**src/rtl/danger_scheduler_if.sv**
```systemverilog
// Bus between the game-state logic (master) and the obstacle scheduler (slave).
// The slot outputs carry the renderer's per-slot position, type and enable.
interface danger_scheduler_if;
  logic       game_run;
  logic       clear;
  logic       tick;
  logic [3:0] speed;
  logic [9:0] new_danger_pos1;
  logic [9:0] new_danger_pos2;
  logic [9:0] new_danger_pos3;
  logic [2:0] danger_type1;
  logic [2:0] danger_type2;
  logic [2:0] danger_type3;
  logic       danger_en1;
  logic       danger_en2;
  logic       danger_en3;

  modport master (
    output game_run, clear, tick, speed,
    input  new_danger_pos1, new_danger_pos2, new_danger_pos3,
    input  danger_type1, danger_type2, danger_type3,
    input  danger_en1, danger_en2, danger_en3
  );

  modport slave (
    input  game_run, clear, tick, speed,
    output new_danger_pos1, new_danger_pos2, new_danger_pos3,
    output danger_type1, danger_type2, danger_type3,
    output danger_en1, danger_en2, danger_en3
  );
endinterface

```
**src/rtl/danger_scheduler.sv**
```systemverilog
// Obstacle slot scheduler: spawns obstacles at pseudo-random intervals and types,
// scrolls them left on each game tick and retires them at the left edge.
//
// state | meaning
// IDLE  | no game in progress; slots and spawn timer held
// RUN   | ticks move obstacles, count down the spawn timer and spawn
// HALT  | game paused; everything frozen until game_run returns
module danger_scheduler #(
  parameter int          SPAWN_X   = 720,
  parameter int          MIN_GAP   = 200,
  parameter int          MIN_TICKS = 40,
  parameter logic [15:0] SEED      = 16'hACE1
) (
  input logic               clk,
  input logic               rst,
  danger_scheduler_if.slave bus
);

  typedef enum logic [1:0] {IDLE, RUN, HALT} state_t;

  localparam logic [2:0] TYPE_NOTHING = 3'd5;
  localparam logic [9:0] SPAWN_POS    = 10'(SPAWN_X);
  localparam logic [9:0] GAP_LIMIT    = 10'(SPAWN_X - MIN_GAP);
  localparam logic [7:0] GAP_BASE     = 8'(MIN_TICKS);

  state_t          state;
  logic [15:0]     lfsr;
  logic [7:0]      gap_cnt;
  logic [1:0]      newest;
  logic [2:0][9:0] pos_q;
  logic [2:0][2:0] type_q;
  logic [2:0]      en_q;

  logic [2:0][9:0] nx_pos;
  logic [2:0][2:0] nx_type;
  logic [2:0]      nx_en;
  logic [1:0]      free_idx;
  logic            free_found;
  logic [9:0]      newest_pos;
  logic            spacing_ok;
  logic            spawn_go;
  logic [2:0]      spawn_type;
  logic [9:0]      step;

  assign step       = {6'd0, bus.speed};
  assign spawn_type = (lfsr[2:0] >= 3'd5) ? (lfsr[2:0] - 3'd3) : lfsr[2:0];

  // Free-slot search uses pre-tick enables so a slot retired this tick is not reused yet.
  always_comb begin
    free_found = 1'b0;
    free_idx   = 2'd0;
    for (int i = 2; i >= 0; i--) begin
      if (!en_q[i]) begin
        free_found = 1'b1;
        free_idx   = 2'(i);
      end
    end
  end

  // Post-move slot values, then the optional spawn overlaid on the chosen free slot.
  always_comb begin
    nx_pos  = pos_q;
    nx_type = type_q;
    nx_en   = en_q;
    for (int i = 0; i < 3; i++) begin
      if (en_q[i]) begin
        if (pos_q[i] <= step) begin
          nx_en[i]   = 1'b0;
          nx_pos[i]  = 10'd0;
          nx_type[i] = TYPE_NOTHING;
        end else begin
          nx_pos[i] = pos_q[i] - step;
        end
      end
    end

    case (newest)
      2'd1:    newest_pos = nx_pos[1];
      2'd2:    newest_pos = nx_pos[2];
      default: newest_pos = nx_pos[0];
    endcase
    spacing_ok = (nx_en == 3'b000) || (newest_pos <= GAP_LIMIT);
    spawn_go   = (state == RUN) && bus.tick && (gap_cnt == 8'd0) &&
                 free_found && spacing_ok;

    if (spawn_go) begin
      nx_en[free_idx]   = 1'b1;
      nx_pos[free_idx]  = SPAWN_POS;
      nx_type[free_idx] = spawn_type;
    end
  end

  // Control FSM, LFSR, spawn timer and slot registers.
  always_ff @(posedge clk) begin
    if (rst) begin
      state   <= IDLE;
      lfsr    <= SEED;
      gap_cnt <= GAP_BASE;
      newest  <= 2'd0;
      pos_q   <= '0;
      type_q  <= {3{TYPE_NOTHING}};
      en_q    <= 3'b000;
    end else begin
      lfsr <= {lfsr[14:0], lfsr[15] ^ lfsr[13] ^ lfsr[12] ^ lfsr[10]};
      if (bus.clear) begin
        state   <= IDLE;
        gap_cnt <= GAP_BASE;
        newest  <= 2'd0;
        pos_q   <= '0;
        type_q  <= {3{TYPE_NOTHING}};
        en_q    <= 3'b000;
      end else begin
        case (state)
          IDLE: if (bus.game_run) state <= RUN;
          HALT: if (bus.game_run) state <= RUN;
          RUN: begin
            if (!bus.game_run) state <= HALT;
            if (bus.tick) begin
              pos_q  <= nx_pos;
              type_q <= nx_type;
              en_q   <= nx_en;
              if (spawn_go) begin
                gap_cnt <= GAP_BASE + {4'd0, lfsr[7:4]};
                newest  <= free_idx;
              end else if (gap_cnt != 8'd0) begin
                gap_cnt <= gap_cnt - 8'd1;
              end
            end
          end
          default: state <= IDLE;
        endcase
      end
    end
  end

  assign bus.new_danger_pos1 = pos_q[0];
  assign bus.new_danger_pos2 = pos_q[1];
  assign bus.new_danger_pos3 = pos_q[2];
  assign bus.danger_type1    = type_q[0];
  assign bus.danger_type2    = type_q[1];
  assign bus.danger_type3    = type_q[2];
  assign bus.danger_en1      = en_q[0];
  assign bus.danger_en2      = en_q[1];
  assign bus.danger_en3      = en_q[2];

endmodule

```
**src/flat_wrapper.sv**
```systemverilog
// flat-port wrapper written by rule: the top's interface ports become plain ports
module danger_scheduler_flat 
#(
  parameter int          SPAWN_X   = 720,
  parameter int          MIN_GAP   = 200,
  parameter int          MIN_TICKS = 40,
  parameter logic [15:0] SEED      = 16'hACE1
)
  (clk, rst, bus_game_run, bus_clear, bus_tick, bus_speed, bus_new_danger_pos1, bus_new_danger_pos2, bus_new_danger_pos3, bus_danger_type1, bus_danger_type2, bus_danger_type3, bus_danger_en1, bus_danger_en2, bus_danger_en3);
  danger_scheduler_if bus_i ();
  input logic clk;
  input logic rst;
  input wire logic [$bits(bus_i.game_run)-1:0] bus_game_run;
  input wire logic [$bits(bus_i.clear)-1:0] bus_clear;
  input wire logic [$bits(bus_i.tick)-1:0] bus_tick;
  input wire logic [$bits(bus_i.speed)-1:0] bus_speed;
  output wire logic [$bits(bus_i.new_danger_pos1)-1:0] bus_new_danger_pos1;
  output wire logic [$bits(bus_i.new_danger_pos2)-1:0] bus_new_danger_pos2;
  output wire logic [$bits(bus_i.new_danger_pos3)-1:0] bus_new_danger_pos3;
  output wire logic [$bits(bus_i.danger_type1)-1:0] bus_danger_type1;
  output wire logic [$bits(bus_i.danger_type2)-1:0] bus_danger_type2;
  output wire logic [$bits(bus_i.danger_type3)-1:0] bus_danger_type3;
  output wire logic [$bits(bus_i.danger_en1)-1:0] bus_danger_en1;
  output wire logic [$bits(bus_i.danger_en2)-1:0] bus_danger_en2;
  output wire logic [$bits(bus_i.danger_en3)-1:0] bus_danger_en3;
  assign bus_i.game_run = bus_game_run;
  assign bus_i.clear = bus_clear;
  assign bus_i.tick = bus_tick;
  assign bus_i.speed = bus_speed;
  assign bus_new_danger_pos1 = bus_i.new_danger_pos1;
  assign bus_new_danger_pos2 = bus_i.new_danger_pos2;
  assign bus_new_danger_pos3 = bus_i.new_danger_pos3;
  assign bus_danger_type1 = bus_i.danger_type1;
  assign bus_danger_type2 = bus_i.danger_type2;
  assign bus_danger_type3 = bus_i.danger_type3;
  assign bus_danger_en1 = bus_i.danger_en1;
  assign bus_danger_en2 = bus_i.danger_en2;
  assign bus_danger_en3 = bus_i.danger_en3;
  danger_scheduler #(.SPAWN_X(SPAWN_X), .MIN_GAP(MIN_GAP), .MIN_TICKS(MIN_TICKS), .SEED(SEED)) u_core (.clk(clk), .rst(rst), .bus(bus_i));
endmodule
```
**config.mk**
```make
export PLATFORM = sky130hd
export DESIGN_NAME = danger_scheduler_flat
export DESIGN_NICKNAME = d
export VERILOG_FILES = /design/src/rtl/danger_scheduler_if.sv /design/src/rtl/danger_scheduler.sv /design/src/flat_wrapper.sv
export SDC_FILE = /design/constraint.sdc
export NUM_CORES = 1
export LEC_CHECK = 0
export CAP_MARGIN = 20
export CELL_PAD_IN_SITES_DETAIL_PLACEMENT = 2
export CELL_PAD_IN_SITES_GLOBAL_PLACEMENT = 2
export CORE_ASPECT_RATIO = 0.7
export CORE_MARGIN = 1.5
export CORE_UTILIZATION = 30
export CTS_CLUSTER_DIAMETER = 60
export DETAILED_ROUTE_END_ITERATION = 10
export PLACE_DENSITY_LB_ADDON = 0.25
export SLEW_MARGIN = 20
export SYNTH_ARGS = -nofsm -noshare
export SYNTH_HDL_FRONTEND = slang
export SYNTH_SLANG_ARGS = --single-unit
```
**constraint.sdc**
```tcl
create_clock -name clk -period 10.49 [get_ports clk]
set_input_delay 1.5735 -clock clk [delete_from_list [all_inputs] [get_ports clk]]
set_output_delay 1.5735 -clock clk [all_outputs]
set_load 0.02 [all_outputs]
```
Yosys cells after proc, flatten, opt, wreduce, memory -nomap -nowiden. Cells that the tools add are included.

Flip-flop bits (word level): 70. Bits of input ports: 9. Output and inout bits: 42. Word-level logic and storage cells: 95.

Add/sub/neg operators: 6. Order comparisons: 7. Equality and inequality tests: 6. Multiplexer cells: 41. Bitwise gates (word level): 7. Reductions and logical operators: 17.

Operators by type and width (count): $mux W10 (7); $le A10 B4 Y1 (3); $mux W30 (1); $sub A10 B4 Y10 (3); $mux W3 (9); $demux W10 S2 (1); $pmux W10 S2 (1); $and A18 B18 Y18 (1); $not A18 Y18 (1); $mux W8 (2); $or A12 B12 Y12 (1); $le A10 B10 Y1 const B (1); $mux W1 (10); $mux W2 (5); $bwmux W9 (1); $mux W9 (1); $logic_not A8 Y1 (1); $reduce_bool A8 Y1 (1); $sub A8 B1 Y8 const B (1); $add A6 B4 Y7 const A (1); $demux W3 S2 (1); $reduce_and A3 Y1 (2); $logic_and A1 B1 Y1 (5); $eq A2 B1 Y1 const B (2); other kinds (17) (22).

Depth between registers and ports, before layout. Gate-level depths: netlist (run 1).

Word-level depth: 10. Mapped depth: 15. Gate-level depth less buffers: 13.

Worst setup path before layout (run 1). No wires, ideal clock.

Kind: in2reg. Start point: input bus_speed[0]. End point: register u_core.type_q (netlist bit u_core.bus.danger_type1[1]). Library setup time: 0.117 ns. Arrival: 4.441 ns. Required time: 10.373 ns. Slack: 5.931 ns. Stages: 13. Buffers on the path: 1. Cell sequence: ha_1 inv_1 fa_1 a21o_1 and2_1 or4_1 o311ai_0 a31oi_1 nand4b_2 o22a_1 buf_6 a21o_1 a32o_1.

Longest elaborated chain between the ends: 8. Elaborated cells between the ends (all ways): 27. Classes of those cells: add/sub (3); order compare (4); mux (17); reduce/logical (3).

RTL lines: start, declared (RTL line flat_wrapper.sv:16) `input wire logic [$bits(bus_i.speed)-1:0] bus_speed;`; $sub A10 B4 Y10 or $le A10 B4 Y1 (tied branches) (RTL line danger_scheduler.sv:72, danger_scheduler.sv:67); $mux W10 (RTL line danger_scheduler.sv:67) `if (pos_q[i] <= step) begin`; $mux W10 (RTL line danger_scheduler.sv:66) `if (en_q[i]) begin`; $pmux W10 S2 (RTL line danger_scheduler.sv:77) `case (newest)`; $le A10 B10 Y1 (RTL line danger_scheduler.sv:82) `spacing_ok = (nx_en == 3'b000) || (newest_pos <= GAP_LIMIT);`; $logic_or A1 B1 Y1 (RTL line danger_scheduler.sv:82); $logic_and A1 B1 Y1 (RTL line danger_scheduler.sv:84) `free_found && spacing_ok;`; $mux W9 * (RTL line danger_scheduler.sv:86) `if (spawn_go) begin`; end signal, assigned (RTL line danger_scheduler.sv:101) `type_q <= {3{TYPE_NOTHING}};`; end signal, assigned (RTL line danger_scheduler.sv:110) `type_q <= {3{TYPE_NOTHING}};`; end signal, assigned (RTL line danger_scheduler.sv:120) `type_q <= nx_type;`; end, declared (RTL line danger_scheduler.sv:31) `logic [2:0][2:0] type_q;`.

Mark *: on every way between the ends. The rest lies on a longest branch, timed or not. A chain may end at the register's enable or synchronous reset.

Final worst setup path (run 1).
Start point: input bus_speed[0]. End point: register u_core.gap_cnt[4].

Longest elaborated chain between the ends: 9. Elaborated cells between the ends (all ways): 26. Classes of those cells: add/sub (3); order compare (4); mux (14); reduce/logical (5).

RTL lines: $sub A10 B4 Y10 or $le A10 B4 Y1 (tied branches) (RTL line danger_scheduler.sv:72, danger_scheduler.sv:67); $mux W10 (RTL line danger_scheduler.sv:67); $mux W10 (RTL line danger_scheduler.sv:66); $pmux W10 S2 (RTL line danger_scheduler.sv:77); $le A10 B10 Y1 (RTL line danger_scheduler.sv:82); $logic_or A1 B1 Y1 * (RTL line danger_scheduler.sv:82); $logic_and A1 B1 Y1 * (RTL line danger_scheduler.sv:84); $reduce_bool A2 Y1 (no source line); $reduce_and A3 Y1 (no source line); end signal, assigned (RTL line danger_scheduler.sv:123) `gap_cnt <= GAP_BASE + {4'd0, lfsr[7:4]};`; end signal, assigned (RTL line danger_scheduler.sv:126) `gap_cnt <= gap_cnt - 8'd1;`; end, declared (RTL line danger_scheduler.sv:28) `logic [7:0] gap_cnt;`.

Marks and branches as above.

==> results of run 1 <==
-- metal layers --
metal | GRT usage | wire length (µm) | vias up
met5 | 0 | 0 | -
met4 | 0.0438 | 172 | 0
met3 | 0.0307 | 407 | 14
met2 | 0.351 | 7740 | 69
met1 | 0.337 | 8810 | 2368
li1 | - | - | 2203
-- Yosys cell counts, drive strengths merged, types with 8 or more instances --
library cell | number | area [µm²]
ha | 17 | 213
nor2 | 45 | 169
nor3 | 36 | 201
o211ai | 8 | 60.1
dfxtp | 70 | 1400
a21oi | 49 | 245
clkbuf | 27 | 101
inv | 21 | 78.8
o21ai | 36 | 184
or2 | 13 | 81.3
a31oi | 10 | 62.6
nand2 | 45 | 169
xor2 | 12 | 105
a21o | 8 | 60.1
nand2b | 12 | 75.1
nand3 | 28 | 140
nor2b | 9 | 56.3
nor4 | 13 | 87.6
and3 | 9 | 56.3
-- flip-flops by register name, summed over array words and instances (netlist names), 3 cells and up --
signal / cells
u_core.lfsr: 16
u_core.bus.danger_type1: 3
u_core.bus.new_danger_pos1: 10
u_core.bus.danger_type3: 3
u_core.bus.new_danger_pos3: 10
u_core.bus.new_danger_pos2: 10
u_core.en_q: 3
u_core.gap_cnt: 8
u_core.bus.danger_type2: 3
-- cell families after synthesis --
family          Yosys count  synth area share
simple gates            248             0.296
compound gates          168             0.244
flops                    70             0.311
buf+inv                  55            0.0500
fa+ha+maj                20            0.0606
xor+xnor                 17            0.0331
mux                       2           0.00445
-- power groups by stage --
stage               Sequential (W)  Clock, W  Combinational (W)
finish                    0.000275  0.000327          0.0000467
global route              0.000276  0.000343          0.0000520
CTS                       0.000275  0.000335          0.0000469
detailed placement        0.000281         0          0.0000464
global placement          0.000281         0          0.0000437
floorplan                 0.000280         0          0.0000306
-- area by class of cell --
class	count	area, µm²
clock buffer	9	225
clock inverter	7	86.3
fill	1666	9230
inverter	21	78.8
multi-input combinational	455	2880
sequential	70	1400
tap	195	244
timing repair buffer	54	531
-- critical path, cell delays in order --
cell and delay (ns):
clkdlybuf4s50_1 0.61, ha_1 0.23, inv_1 0.07, fa_1 0.39
a21o_1 0.22, a21oi_1 0.30, o211ai_1 0.45, a211o_1 0.44
o221ai_2 0.24, nand4b_2 0.18, o21ai_2 0.84, nand3_1 0.22
a211oi_1 0.29
-- worst paths after layout --
path / start / end / slack, ns / cells after the start
hold reg to reg: u_core.lfsr[14] / u_core.lfsr[15] / 0.41 / 1
hold / removal: u_core.lfsr[14] / u_core.lfsr[15] / 0.41 / 1
setup reg to reg: u_core.bus.new_danger_pos2[0] / u_core.gap_cnt[4] / 6.11 / 13
setup / recovery: bus_speed[0] / u_core.gap_cnt[4] / 4.67 / 13
-- metrics by stage --
step / std cells / util / instance area [µm²] / setup slack, ns
final: 811 / 0.371 / 5450 / 4.67
after global placement: 795 / 0.350 / 5130 / 4.59
after floorplan: 580 / - / 4500 / 5.93
after CTS: 811 / 0.371 / 5450 / 4.67
after global routing: 811 / 0.371 / 5450 / 4.29
after detailed placement: 795 / 0.350 / 5130 / 4.34
==> flow_metrics.py, run 1 <==
metrics = {
    "outcome": {
        "outcome": "finished clean",
    },
    "die": {
        "std_cell_rows": 37,
        "initial_core_util": 0.307,
        "core_mm2": 0.0147,
        "die_y_um": 105,
        "boundaryPins": 51,
        "die_w_um": 149,
        "die-area_mm2": 0.0158,
    },
    "synthesis": {
        "yosysSeqAreaShare": 0.311,
        "synth_cells": 580,
        "ys_types": 69,
        "async_flop_share": 0,
        "netlist_area_mm2": 0.00450,
        "synth_edf_count": 0,
        "synth_nets": 609,
        "ys_warn_count": 0,
        "ys_ff_latch": 70,
        "yosys_most_used_dff": "dfxtp_1",
        "synth.avg_cell_area_um2": 7.76,
    },
    "final_layout": {
        "drive_above_1_share": 0.0763,
        "n_antenna_cell": 0,
        "layout_commonest_cell": "dfxtp_1",
        "fin_nets": 640,
        "mostFrequentLayoutCells": "dfxtp_1, clkdlybuf4s50_1, a21oi_1",
        "synthToLayoutAreaGrowth_pct": 21.0,
    },
    "timing": {
        "finClkSkew_ns": 0.00796,
        "slew_headroom": 0.297,
        "timing.final.crit_share": 0.555,
        "setup_viol": 0,
        "rsz0062_at_grt": "no",
        "worstMarginPinSlew_ns": 1.05,
        "min_period_ns": 5.82,
        "hold_violations": 0,
        "fin_tns_setup_ns": 0,
        "worst_hold_slack_ns": 0.412,
        "fmax_mhz": 172,
        "drv_slew": 0,
    },
    "place": {
        "gp_congestion": 0.820,
        "place_hpwl_um": 12500,
        "io_buffer_count": 50,
    },
    "global_route": {
        "overflow": 0,
        "track_usage": 0.228,
        "grt_pass1_wl_um": 28300,
        "grt_max_degree": 42,
        "antenna_found_initial": 0,
        "grt_pass1_vias": 4952,
    },
    "power": {
        "combinationalPowerShare": 0.072,
        "p_int_w": 0.000478,
        "seq_power_share": 0.424,
        "swShare": 0.263,
        "clockPowerShare": 0.504,
        "power.leakage_nw": 1.88,
        "finalPower_w": 0.000649,
        "switching_power_w": 0.000171,
        "ir_worst_vdd_v": 0.0000865,
        "power.density_mw_per_mm2": 119,
    },
    "route": {
        "drc": 0,
        "ant_nets": 0,
        "post_drt_wl_per_cell_um": 21.1,
        "firstDrtPassIters": 4,
        "vias_per_cell": 5.74,
        "num_vias": 4654,
        "wirelength_um": 17100,
        "drt-initial-drc-count": 233,
    },
    "clocking": {
        "ctsResizeCount": 0,
        "clkTransAtPathRegs_ns": 0.07,
        "insertion_delay_ns": 0.34,
        "cts_tree": "done",
        "cts_hold_buf": 0,
        "root_buffer": "clkbuf_16",
        "post-cts-setup-buffers": 0,
        "cts.sinks": 70,
        "cts_buffers": 9,
        "h-tree-depth": 3,
        "cts_max_path_buffers": 2,
    },
    "worst_setup_path": {
        "crit_type": "in2reg",
        "endpoint_kind": "flop",
        "cp.arrival_ns": 6.07,
        "start_kind": "input port",
        "critPathRequiredTime_ns": 10.74,
        "worst-path-max-fanout": 19,
    },
    "worst_hold_path": {
        "hold_class": "reg2reg",
    },
    "job": {
        "cap_violations": 0,
    },
}
Note: power is estimated with default switching activity, not from simulation.
==> run 2: changes to the inputs <==
Clock period 10.49 ns to 5.4 ns, I/O delays scaled along.
==> flow_metrics.py, run 2 (same netlist as run 1, synthesis figures left out) <==
metrics = {
    "global_route": {
        "grt_max_degree": 39,
        "grt_pass1_wl_um": 27500,
        "track_usage": 0.225,
        "overflow": 0,
        "antenna_found_initial": 0,
        "grt_pass1_vias": 4943,
    },
    "place": {
        "io_buffer_count": 50,
        "dp_slack_ns": 0.214,
        "gp_congestion": 0.812,
        "dp.cells": 800,
        "place_hpwl_um": 12500,
    },
    "worst_setup_path": {
        "cp.arrival_ns": 5.13,
        "endpoint_kind": "flop",
        "r2r_start": "u_core.bus.new_danger_pos1[0]",
        "r2r_end": "u_core.bus.danger_type3[1]",
        "reg2reg_setup_slack_ns": 1.20,
        "critPathTopFamily": "compound AO/OA/AOI/OAI gates",
        "rr_worst_depth": 13,
        "critical_path.max_stage_delay_ns": 0.77,
        "critPathBufInv": 2,
        "path_cells": "clkdlybuf4s50_1 -> ha_1 -> inv_1 -> fa_1 -> a21o_1 -> a21oi_1 -> nor3_1 -> a211oi_1 -> o21ai_0 -> a221oi_2 -> o21a_1 -> nor2_1 -> a211o_1",
        "critPathRequiredTime_ns": 5.63,
        "worst-path-max-fanout": 20,
        "start_kind": "input port",
        "crit_type": "in2reg",
        "cpMaxStageDelayCell": "o21a_1",
    },
    "route": {
        "drt-initial-drc-count": 279,
        "routed.top_layer": "met4",
        "firstDrtPassIters": 4,
        "vias_per_cell": 5.80,
        "ant_nets": 0,
        "num_vias": 4732,
        "post_drt_wl_per_cell_um": 20.9,
        "wirelength_um": 17000,
        "wl_met3_um": 627,
        "drc": 0,
        "wl_met2_um": 7650,
        "met1_length_um": 8660,
    },
    "outcome": {
        "outcome": "finished clean",
    },
    "final_layout": {
        "layout_commonest_cell": "dfxtp_1",
        "layout.cells.non_filler": 816,
        "drive_above_1_share": 0.0821,
        "largest_register_ff_count": 16,
        "n_antenna_cell": 0,
        "multi_input_area_mm2": 0.00288,
        "regMostFlops": "u_core.lfsr",
        "nFillCells": 1693,
        "seqCellArea_mm2": 0.00140,
        "synthToLayoutAreaGrowth_pct": 21.0,
        "mostFrequentLayoutCells": "dfxtp_1, clkdlybuf4s50_1, a21oi_1",
        "fin_nets": 645,
    },
    "timing": {
        "min_period_ns": 4.90,
        "hold_violations": 0,
        "fin_tns_setup_ns": 0,
        "slew_headroom": 0.421,
        "finClkSkew_ns": 0.00774,
        "fmax_mhz": 204,
        "timing.final.crit_share": 0.908,
        "setup_viol": 0,
        "rsz0062_at_grt": "no",
        "setup_slack_ns": 0.496,
        "worstMarginPinSlew_ns": 0.868,
        "drv_slew": 0,
    },
    "die": {
        "std_cell_rows": 37,
        "boundaryPins": 51,
        "die_w_um": 149,
        "initial_core_util": 0.307,
        "die-area_mm2": 0.0158,
        "core_mm2": 0.0147,
        "die_y_um": 105,
    },
    "worst_hold_path": {
        "hold_path.startpoint": "u_core.lfsr[9]",
        "min_to": "u_core.lfsr[10]",
        "holdPathStages": 1,
        "hold_class": "reg2reg",
    },
    "clocking": {
        "h-tree-depth": 3,
        "clkTransAtPathRegs_ns": 0.06,
        "cts_tree": "done",
        "cts_buffers": 9,
        "root_buffer": "clkbuf_16",
        "post-cts-setup-buffers": 0,
        "cts_hold_buf": 0,
        "ctsResizeCount": 0,
        "insertion_delay_ns": 0.34,
        "cts.sinks": 70,
        "cts_max_path_buffers": 2,
    },
    "power": {
        "power.density_mw_per_mm2": 217,
        "ir_worst_vdd_v": 0.000115,
        "power.leakage_nw": 1.88,
    },
    "job": {
        "cap_violations": 0,
    },
}
## run 2: changes by cell type in the layout (fill, tap and decap cells not counted)
cell / delta
clkinv_4: +1
clkinv_2: +1
inv_8: -2
inv_6: -1
bufinv_16: -1
clkbuf_1: +1
clkinvlp_4: +1
buf_4: +5
## run 2: final cells by class
class	instances	share of cell area
multi-input cells	455	0.529
flip-flops and latches	70	0.257
repair buffers	59	0.104
well taps	195	0.0448
clock buffers	10	0.0420
inverters	21	0.0145
clock inverters	6	0.00850
## run 2: how the worst max path moves through the flow
stage                                 endpoint  slack [ns]    startpoint  cells after the start
finish              u_core.bus.danger_type3[1]        0.50  bus_speed[0]                     13
CTS                          u_core.gap_cnt[1]        0.55  bus_speed[0]                     13
global placement    u_core.bus.danger_type3[1]        0.46  bus_speed[0]                     13
global route        u_core.bus.danger_type3[1]        0.21  bus_speed[0]                     13
detailed placement           u_core.gap_cnt[1]        0.21  bus_speed[0]                     13
floorplan           u_core.bus.danger_type1[1]        1.60  bus_speed[0]                     13
## run 2: through the flow
| step | hold WS, ns | power, W | area (µm²) | utilization |
|---|---|---|---|---|
| finish | 0.433 | 0.00118 | 5450 | 0.371 |
| global route | 0.439 | 0.00123 | 5450 | 0.371 |
| CTS | 0.434 | 0.00120 | 5450 | 0.371 |
| global placement | 0.392 | 0.000632 | 5170 | 0.352 |
| detailed placement | 0.399 | 0.000638 | 5170 | 0.352 |
| floorplan | 0.389 | 0.000602 | 4500 | - |
## run 2: per-layer routing
metal,GRT usage,vias to the layer above
li1,-,2222
met1,0.330,2416
met2,0.346,85
met3,0.0342,9
met4,0.0460,0
met5,0,-
## run 2: power by group
| group | switching (W) | internal [W] | total [W] |
|---|---|---|---|
| registers | 0.00000818 | 0.000526 | 0.000534 |
| clock network | 0.000244 | 0.000313 | 0.000557 |
| logic | 0.0000584 | 0.0000348 | 0.0000932 |
==> run 3: changes to the inputs <==
Settings changed: CORE_ASPECT_RATIO 0.7 to 1.75, SLEW_MARGIN 20 to 25, TNS_END_PERCENT from default to 20.
==> flow_metrics.py, run 3 (same netlist as run 1, synthesis figures left out) <==
metrics = {
    "power": {
        "ir_worst_vdd_v": 0.000168,
        "power.density_mw_per_mm2": 228,
        "power.leakage_nw": 1.93,
    },
    "timing": {
        "setup_slack_ns": 0.721,
        "hold_violations": 0,
        "fin_tns_setup_ns": 0,
        "drv_slew": 0,
        "slew_headroom": 0.470,
        "setup_viol": 0,
        "min_period_ns": 4.68,
        "fmax_mhz": 214,
        "worstMarginPinSlew_ns": 0.795,
        "finClkSkew_ns": 0.0107,
        "rsz0062_at_grt": "no",
        "timing.final.crit_share": 0.867,
    },
    "global_route": {
        "grt_max_degree": 39,
        "track_usage": 0.231,
        "antenna_found_initial": 0,
        "grt_pass1_vias": 5197,
        "overflow": 0,
        "grt_pass1_wl_um": 27900,
    },
    "worst_setup_path": {
        "r2r_end": "u_core.bus.danger_type2[1]",
        "critPathTopFamily": "compound AO/OA/AOI/OAI gates",
        "r2r_start": "u_core.bus.new_danger_pos2[0]",
        "worst-path-max-fanout": 18,
        "path_cells": "clkdlybuf4s50_1 -> ha_1 -> inv_1 -> fa_1 -> a21o_1 -> and2_1 -> or4_1 -> o311ai_0 -> a31oi_1 -> nand4b_2 -> o21a_1 -> buf_4 -> o2111ai_1 -> nand3_1",
        "start_kind": "input port",
        "cpMaxStageDelayCell": "clkdlybuf4s50_1",
        "critPathBufInv": 3,
        "crit_type": "in2reg",
        "cp.arrival_ns": 4.89,
        "endpoint_kind": "flop",
        "critical_path.max_stage_delay_ns": 0.59,
        "critPathRequiredTime_ns": 5.62,
        "rr_worst_depth": 14,
        "reg2reg_setup_slack_ns": 1.39,
    },
    "route": {
        "drt-initial-drc-count": 170,
        "firstDrtPassIters": 4,
        "post_drt_wl_per_cell_um": 21.3,
        "vias_per_cell": 5.79,
        "ant_nets": 0,
        "drc": 0,
        "num_vias": 4687,
        "wirelength_um": 17200,
    },
    "clocking": {
        "cts_tree": "done",
        "cts_hold_buf": 0,
        "root_buffer": "clkbuf_16",
        "post-cts-setup-buffers": 0,
        "h-tree-depth": 3,
        "cts.sinks": 70,
        "insertion_delay_ns": 0.35,
        "cts_buffers": 9,
        "ctsResizeCount": 0,
        "clkTransAtPathRegs_ns": 0.06,
        "cts_max_path_buffers": 2,
    },
    "final_layout": {
        "n_antenna_cell": 0,
        "fin_nets": 650,
        "drive_above_1_share": 0.0911,
        "regMostFlops": "u_core.lfsr",
        "final_core_util": 0.373,
        "largest_register_ff_count": 16,
        "synthToLayoutAreaGrowth_pct": 22.2,
        "layout_commonest_cell": "dfxtp_1",
        "mostFrequentLayoutCells": "dfxtp_1, clkdlybuf4s50_1, a21oi_1",
    },
    "worst_hold_path": {
        "hold_path.startpoint": "u_core.lfsr[9]",
        "hold_class": "reg2reg",
        "min_to": "u_core.lfsr[10]",
        "holdPathStages": 1,
    },
    "die": {
        "die_y_um": 165,
        "std_cell_rows": 59,
        "initial_core_util": 0.305,
        "core_mm2": 0.0148,
        "boundaryPins": 51,
        "die-area_mm2": 0.0158,
        "die_w_um": 95.6,
    },
    "place": {
        "place_hpwl_um": 13000,
        "dp_slack_ns": 0.365,
        "gp_congestion": 0.803,
        "io_buffer_count": 50,
    },
    "outcome": {
        "outcome": "finished clean",
    },
    "job": {
        "cap_violations": 0,
    },
}
## run 3: power by group
part	total, W	leakage (nW)	switching (W)	internal [W]
logic	0.0000932	1.21	0.0000574	0.0000358
registers	0.000534	0.569	0.00000789	0.000526
clock network	0.000626	0.149	0.000260	0.000365
## run 3: layer usage
metal | track usage | vias to the layer above | routed length [µm]
met3 | 0.0266 | 26 | 295
met5 | 0 | - | 0
met2 | 0.453 | 68 | 9890
li1 | - | 2225 | -
met4 | 0.0842 | 0 | 465
met1 | 0.242 | 2368 | 6590
## run 3: final cells by class
cell class | count | area (µm²)
Clock buffer | 9 | 225
Clock inverter | 7 | 80.1
Fill cell | 1742 | 9260
Inverter | 21 | 78.8
Multi-Input combinational cell | 455 | 2880
Sequential cell | 70 | 1400
Tap cell | 183 | 229
Timing Repair Buffer | 64 | 606
## run 3: how the worst max path moves through the flow
stage	from	endpoint	slack, ns	cells after the start
5_1_grt	bus_speed[0]	u_core.bus.danger_type2[1]	0.48	14
3_3_place_gp	bus_speed[0]	u_core.bus.danger_type2[1]	0.53	14
6_report	bus_speed[0]	u_core.bus.danger_type2[1]	0.72	14
4_1_cts	bus_speed[0]	u_core.bus.danger_type2[1]	0.69	14
2_1_floorplan	bus_speed[0]	u_core.bus.danger_type1[1]	1.60	13
3_5_place_dp	bus_speed[0]	u_core.bus.danger_type2[1]	0.36	14
## run 3: per-stage QoR
| stage | total power, W | instance area [µm²] | hold WS [ns] | std cells |
|---|---|---|---|---|
| final | 0.00125 | 5500 | 0.418 | 809 |
| after global routing | 0.00130 | 5500 | 0.436 | 809 |
| after CTS | 0.00127 | 5500 | 0.425 | 809 |
| after detailed placement | 0.000640 | 5190 | 0.405 | 793 |
| after global placement | 0.000634 | 5190 | 0.400 | 793 |
| after floorplan | 0.000602 | 4500 | 0.389 | 580 |
